===== src/rtl/vx_decode_queue_if.sv =====
// Decode-queue port bundle: producer, consumer, flush and occupancy signals.
// master = environment around the queue, slave = the queue itself.
`ifndef NW_BITS
`define NW_BITS 2
`endif

interface vx_decode_queue_if #(
  parameter int DATAW    = 128,
  parameter int WID_BITS = `NW_BITS,
  parameter int DEPTH    = 4
);
  localparam int CNT_W = $clog2(DEPTH + 1);

  logic                in_valid;
  logic [WID_BITS-1:0] in_wid;
  logic [DATAW-1:0]    in_data;
  logic                in_ready;
  logic                out_valid;
  logic [WID_BITS-1:0] out_wid;
  logic [DATAW-1:0]    out_data;
  logic                out_ready;
  logic                flush_valid;
  logic [WID_BITS-1:0] flush_wid;
  logic [CNT_W-1:0]    count;
  logic                full;
  logic                empty;

  modport master (
    output in_valid, in_wid, in_data, out_ready, flush_valid, flush_wid,
    input  in_ready, out_valid, out_wid, out_data, count, full, empty
  );

  modport slave (
    input  in_valid, in_wid, in_data, out_ready, flush_valid, flush_wid,
    output in_ready, out_valid, out_wid, out_data, count, full, empty
  );
endinterface


===== src/rtl/vx_decode_queue.sv =====
// Circular decode queue with per-warp squash via per-entry kill bits.
// Optional macro DECODE_QUEUE_BYPASS_EN: 0-cycle pass-through when the queue is empty.
`ifndef NW_BITS
`define NW_BITS 2
`endif

module vx_decode_queue #(
  parameter int DATAW    = 128,
  parameter int DEPTH    = 4,
  parameter int WID_BITS = `NW_BITS
) (
  input  logic            clk,
  input  logic            reset,
  vx_decode_queue_if.slave q
);
  localparam int PTR_W = $clog2(DEPTH);
  localparam int CNT_W = $clog2(DEPTH + 1);

  logic [DATAW-1:0]    mem_data [DEPTH];
  logic [WID_BITS-1:0] mem_wid  [DEPTH];
  logic [DEPTH-1:0]    kill;
  logic [PTR_W-1:0]    rd_ptr, wr_ptr;
  logic [CNT_W-1:0]    cnt;

  logic                full, empty, flush_hit_in, enq, deq;
  logic                out_valid;
  logic [WID_BITS-1:0] out_wid;
  logic [DATAW-1:0]    out_data;

  assign full         = (cnt == CNT_W'(DEPTH));
  assign empty        = (cnt == '0);
  assign flush_hit_in = q.flush_valid && (q.in_wid == q.flush_wid);

  always_comb begin
    out_valid = !empty && !kill[rd_ptr];
    out_wid   = mem_wid[rd_ptr];
    out_data  = mem_data[rd_ptr];
    // an entry squashed on arrival is accepted on the handshake but never written
    enq       = q.in_valid && !full && !flush_hit_in;
    // a killed head is retired without a handshake
    deq       = !empty && (kill[rd_ptr] || q.out_ready);
`ifdef DECODE_QUEUE_BYPASS_EN
    if (empty && q.in_valid && !flush_hit_in) begin
      out_valid = 1'b1;
      out_wid   = q.in_wid;
      out_data  = q.in_data;
      enq       = !q.out_ready;
    end
`endif
  end

  always_ff @(posedge clk) begin
    if (reset) begin
      rd_ptr <= '0;
      wr_ptr <= '0;
      cnt    <= '0;
      kill   <= '0;
    end else begin
      for (int i = 0; i < DEPTH; i++) begin
        if (q.flush_valid && (mem_wid[i] == q.flush_wid))
          kill[i] <= 1'b1;
      end
      if (enq) begin
        kill[wr_ptr] <= 1'b0;
        wr_ptr       <= wr_ptr + 1'b1;
      end
      if (deq)
        rd_ptr <= rd_ptr + 1'b1;
      case ({enq, deq})
        2'b10:   cnt <= cnt + 1'b1;
        2'b01:   cnt <= cnt - 1'b1;
        default: cnt <= cnt;
      endcase
    end
  end

  // payload storage carries no reset
  always_ff @(posedge clk) begin
    if (enq) begin
      mem_data[wr_ptr] <= q.in_data;
      mem_wid[wr_ptr]  <= q.in_wid;
    end
  end

  assign q.in_ready  = !full;
  assign q.out_valid = out_valid;
  assign q.out_wid   = out_wid;
  assign q.out_data  = out_data;
  assign q.count     = cnt;
  assign q.full      = full;
  assign q.empty     = empty;
endmodule


===== src/flat_wrapper.sv =====
// flat-port wrapper written by rule: the top's interface ports become plain ports
module vx_decode_queue_flat 
#(
  parameter int DATAW    = 128,
  parameter int DEPTH    = 4,
  parameter int WID_BITS = `NW_BITS
)
  (clk, reset, q_in_valid, q_in_wid, q_in_data, q_out_ready, q_flush_valid, q_flush_wid, q_in_ready, q_out_valid, q_out_wid, q_out_data, q_count, q_full, q_empty);
  vx_decode_queue_if #(.DATAW(DATAW), .WID_BITS(WID_BITS), .DEPTH(DEPTH)) q_i ();
  input  logic clk;
  input  logic reset;
  input wire logic [$bits(q_i.in_valid)-1:0] q_in_valid;
  input wire logic [$bits(q_i.in_wid)-1:0] q_in_wid;
  input wire logic [$bits(q_i.in_data)-1:0] q_in_data;
  input wire logic [$bits(q_i.out_ready)-1:0] q_out_ready;
  input wire logic [$bits(q_i.flush_valid)-1:0] q_flush_valid;
  input wire logic [$bits(q_i.flush_wid)-1:0] q_flush_wid;
  output wire logic [$bits(q_i.in_ready)-1:0] q_in_ready;
  output wire logic [$bits(q_i.out_valid)-1:0] q_out_valid;
  output wire logic [$bits(q_i.out_wid)-1:0] q_out_wid;
  output wire logic [$bits(q_i.out_data)-1:0] q_out_data;
  output wire logic [$bits(q_i.count)-1:0] q_count;
  output wire logic [$bits(q_i.full)-1:0] q_full;
  output wire logic [$bits(q_i.empty)-1:0] q_empty;
  assign q_i.in_valid = q_in_valid;
  assign q_i.in_wid = q_in_wid;
  assign q_i.in_data = q_in_data;
  assign q_i.out_ready = q_out_ready;
  assign q_i.flush_valid = q_flush_valid;
  assign q_i.flush_wid = q_flush_wid;
  assign q_in_ready = q_i.in_ready;
  assign q_out_valid = q_i.out_valid;
  assign q_out_wid = q_i.out_wid;
  assign q_out_data = q_i.out_data;
  assign q_count = q_i.count;
  assign q_full = q_i.full;
  assign q_empty = q_i.empty;
  vx_decode_queue #(.DATAW(DATAW), .DEPTH(DEPTH), .WID_BITS(WID_BITS)) u_core (.clk(clk), .reset(reset), .q(q_i));
endmodule

===== config.mk =====
export PLATFORM = sky130hd
export DESIGN_NAME = vx_decode_queue_flat
export DESIGN_NICKNAME = d
export VERILOG_FILES = /design/src/rtl/vx_decode_queue_if.sv /design/src/rtl/vx_decode_queue.sv /design/src/flat_wrapper.sv
export SDC_FILE = /design/constraint.sdc
export NUM_CORES = 1
export LEC_CHECK = 0
export BUFFER_PORTS_ARGS = -buffer_cell sky130_fd_sc_hd__buf_2
export CAP_MARGIN = 20
export CORE_ASPECT_RATIO = 0.5
export CORE_MARGIN = 1.5
export CORE_UTILIZATION = 51
export CTS_CLUSTER_DIAMETER = 60
export DETAILED_ROUTE_END_ITERATION = 10
export GPL_TIMING_DRIVEN = 0
export PLACE_DENSITY = 0.75
export SKIP_CTS_REPAIR_TIMING = 1
export SYNTH_ARGS = -nofsm -noshare
export SYNTH_HDL_FRONTEND = slang
export SYNTH_SLANG_ARGS = --single-unit

===== constraint.sdc =====
create_clock -name clk -period 5.5 [get_ports clk]
set_input_delay 1.65 -clock clk [delete_from_list [all_inputs] [get_ports clk]]
set_output_delay 1.65 -clock clk [all_outputs]
set_load 0.02 [all_outputs]

==> impl_metrics.toml <==
[synthesis]
synth_top_area_share = 0.8024
async_reset_ff_frac = 0
synth_edf_count = 520
synth_mux_area_frac = 0.1526
synth_nets = 908
synth_area_leaders = "edfxtp_1 (80%), mux4_2 (15%), dfxtp_1 (1.3%), xnor2_1 (0.50%), buf_2 (0.39%)"
ys_seq_elements = 533
syn_inst = 765
synthMostInstantiatedCell = "edfxtp_1"
avgSynthCellArea_sq_um = 25.44
yosys.area.top_type = "edfxtp_1"
synth_xor_area_frac = 0.005851
yosysUniqueCellTypes = 30
synth_ff_type = "edfxtp_1"
ys_seq_area_frac = 0.8158
synth_compound_area_frac = 0.006172
ys_top_cells_by_count = "edfxtp_1 (520), mux4_2 (130), buf_2 (15), dfxtp_1 (13), xnor2_1 (11)"
synthAdderAreaFrac = 0.004244
yosys.area_share.simple = 0.006237
synth_top_family_by_area = "multiplexers"
syn_area_sq_mm = 0.01946
yosys_warnings = 0

[timing]
maxSlewViolCount = 0
max_freq_mhz = 226.3
fin_ws_ns = 1.081
fin_hold_ws_ns = 0.5287
worst_pin_slew_ns = 0.8740
hold_violations = 0
max-slew-margin-rel = 0.4173
finalSetupViolCount = 0
period_needed_ns = 4.419
rsz0062_at_grt = "false"
finClkSkew_ns = 0.01522
period_share = 0.8034
setup_tns_ns = 0

[clock_tree]
max-clock-path-buffers = 3
cts_buffers = 46
h-tree-depth = 2
numClockSinks = 533
root_buffer = "clkbuf_16"
cts_tree = "done"
cts.reportedPaths.clkPinSlew_ns = 0.06
clk_latency_ns = 0.55

[flow_run]
drv_cap = 0

[grt]
track_usage = 0.1964
overflow = 0
grt_pass1_vias = 9561
grt_pass1_wl_microns = 57360
grt_start_max_net_pins = 55
antenna_found_initial = 4

[die]
start_util = 0.5193
die-area_sq_mm = 0.03941
rows = 50
pin_count = 274
coreArea_sq_mm = 0.03747
die_h_microns = 141.1
dieWidth_microns = 279.3

[critical_path]
crit_path_max_fanout = 10
required_ns = 3.85
end_kind = "output port"
timing.rr.start = "u_core.q.count[1]"
worstPathArrival_ns = 2.77
critical_path_class = "reg -> out"
r2r-end = "u_core.mem_data[3][20]"
startpoint_type = "flop"
rrSetupSlack_ns = 2.86
ff2ff_path_depth = 6

[detailed_routing]
route.met2.wl_microns = 21060
drt_pre_antenna_iters = 5
drt_iter0_drc = 704
drc = 0
wl_met3_microns = 1443
top_layer = "met5"
drtAntennaViolNets = 0
totalWireLength_microns = 38440
wl_per_cell_microns = 23.64
wl_met1_microns = 14950
viasPerCell = 5.540
vias = 9008

[status]
status = "complete, no violations"

[min_path]
min_to = "u_core.q.count[2]"
worstHoldPathCells = 2
worstHoldStart = "u_core.q.count[2]"
hp-class = "reg -> reg"

[pwr]
p_per_area_mw_per_mm2 = 481.6
total_power_mw = 11.18
ir_drop_v = 0.0003686
cellLeakagePower_nw = 7.766

[finish]
area_growth_syn_to_layout_pct = 19.31
drive_gt1_frac = 0.4446
fin_util = 0.6196
nNetsFinal = 1235

[placement]
pre_cts_ws_ns = 1.470
gp_congestion = 0.7765
hpwl_microns = 24840
io_buffers = 271
power breakdown:
part / internal, mW / switching [mW]
clock: 1.90 / 1.40
sequential: 4.89 / 0.105
combinational: 1.18 / 1.70
total: 7.98 / 3.20
layer usage:
layer,up-vias,GRT usage
met1,4814,0.2459
met3,64,0.03281
met5,-,0
met2,193,0.3514
li1,3935,-
met4,2,0.06693
registers in the layout (all words and copies together), names as in the netlist, named ones only:
name / flops
u_core.q.count: 3
u_core.mem_wid: 8
u_core.mem_data: 512
u_core.kill: 4
u_core.rd_ptr: 2
u_core.wr_ptr: 2
how the worst max path moves through the flow:
stage / start / endpoint / slack (ns)
after CTS: flop / q_out_data[27] / 0.96
after detailed placement: q_flush_wid[1] / u_core.mem_data[3][26] / 1.47
after global placement: q_flush_wid[1] / u_core.mem_data[3][12] / -0.27
after global routing: flop / q_out_data[14] / 0.89
final: flop / q_out_data[51] / 1.08
after floorplan: q_flush_wid[0] / u_core.mem_data[0][0] / 1.01
through the flow:
step                instances  area (sq um)
floorplan                 765         19460
global placement         1530         21440
detailed placement       1538         21660
CTS                      1623         23210
global route             1626         23220
finish                   1626         23220
logic make-up (layout without fill, tap and decap cells):
logic type	count (synthesis)	in the layout
flops	533	533
mux	134	134
buf+inv	41	405
simple gates	24	24
compound gates	14	14
xor+xnor	13	13
fa+ha+maj	6	6
other cells	0	3
cell usage in the layout, fill, tap and decap left out, drive strengths merged:
cell type  instances
a2111oi            1
a311oi             2
a21oi              4
bufinv             5
mux2               2
o21ai              2
diode              3
or2b               1
nand2              1
xnor2             11
ha                 5
a31oi              4
clkinvlp           1
inv               10
fa                 1
a211o              1
xor2               2
buf              305
nor2b              2
dfxtp             13
and2               4
mux2i              2
clkinv            16
nor3               5
nor2               8
mux4             130
nand3              1
or3                2
clkbuf            68
edfxtp           520
worst max-delay path, cell delays in order, from the launching register on:
cell      delay, ns
dfxtp_1        0.40
clkbuf_1       0.62
clkbuf_1       0.59
mux4_2         0.42
buf_2          0.18
cell type report:
type,instances,area [sq um]
repair buffers,279,1577
diodes,3,7.507
clock inverters,23,240.2
multi-input cells,191,3418
inverters,9,33.78
well taps,494,618.1
plain buffers,32,142.6
clock buffers,62,1305
fillers,2549,14260
flip-flops and latches,533,15880
(Power assumes the default switching activity.)
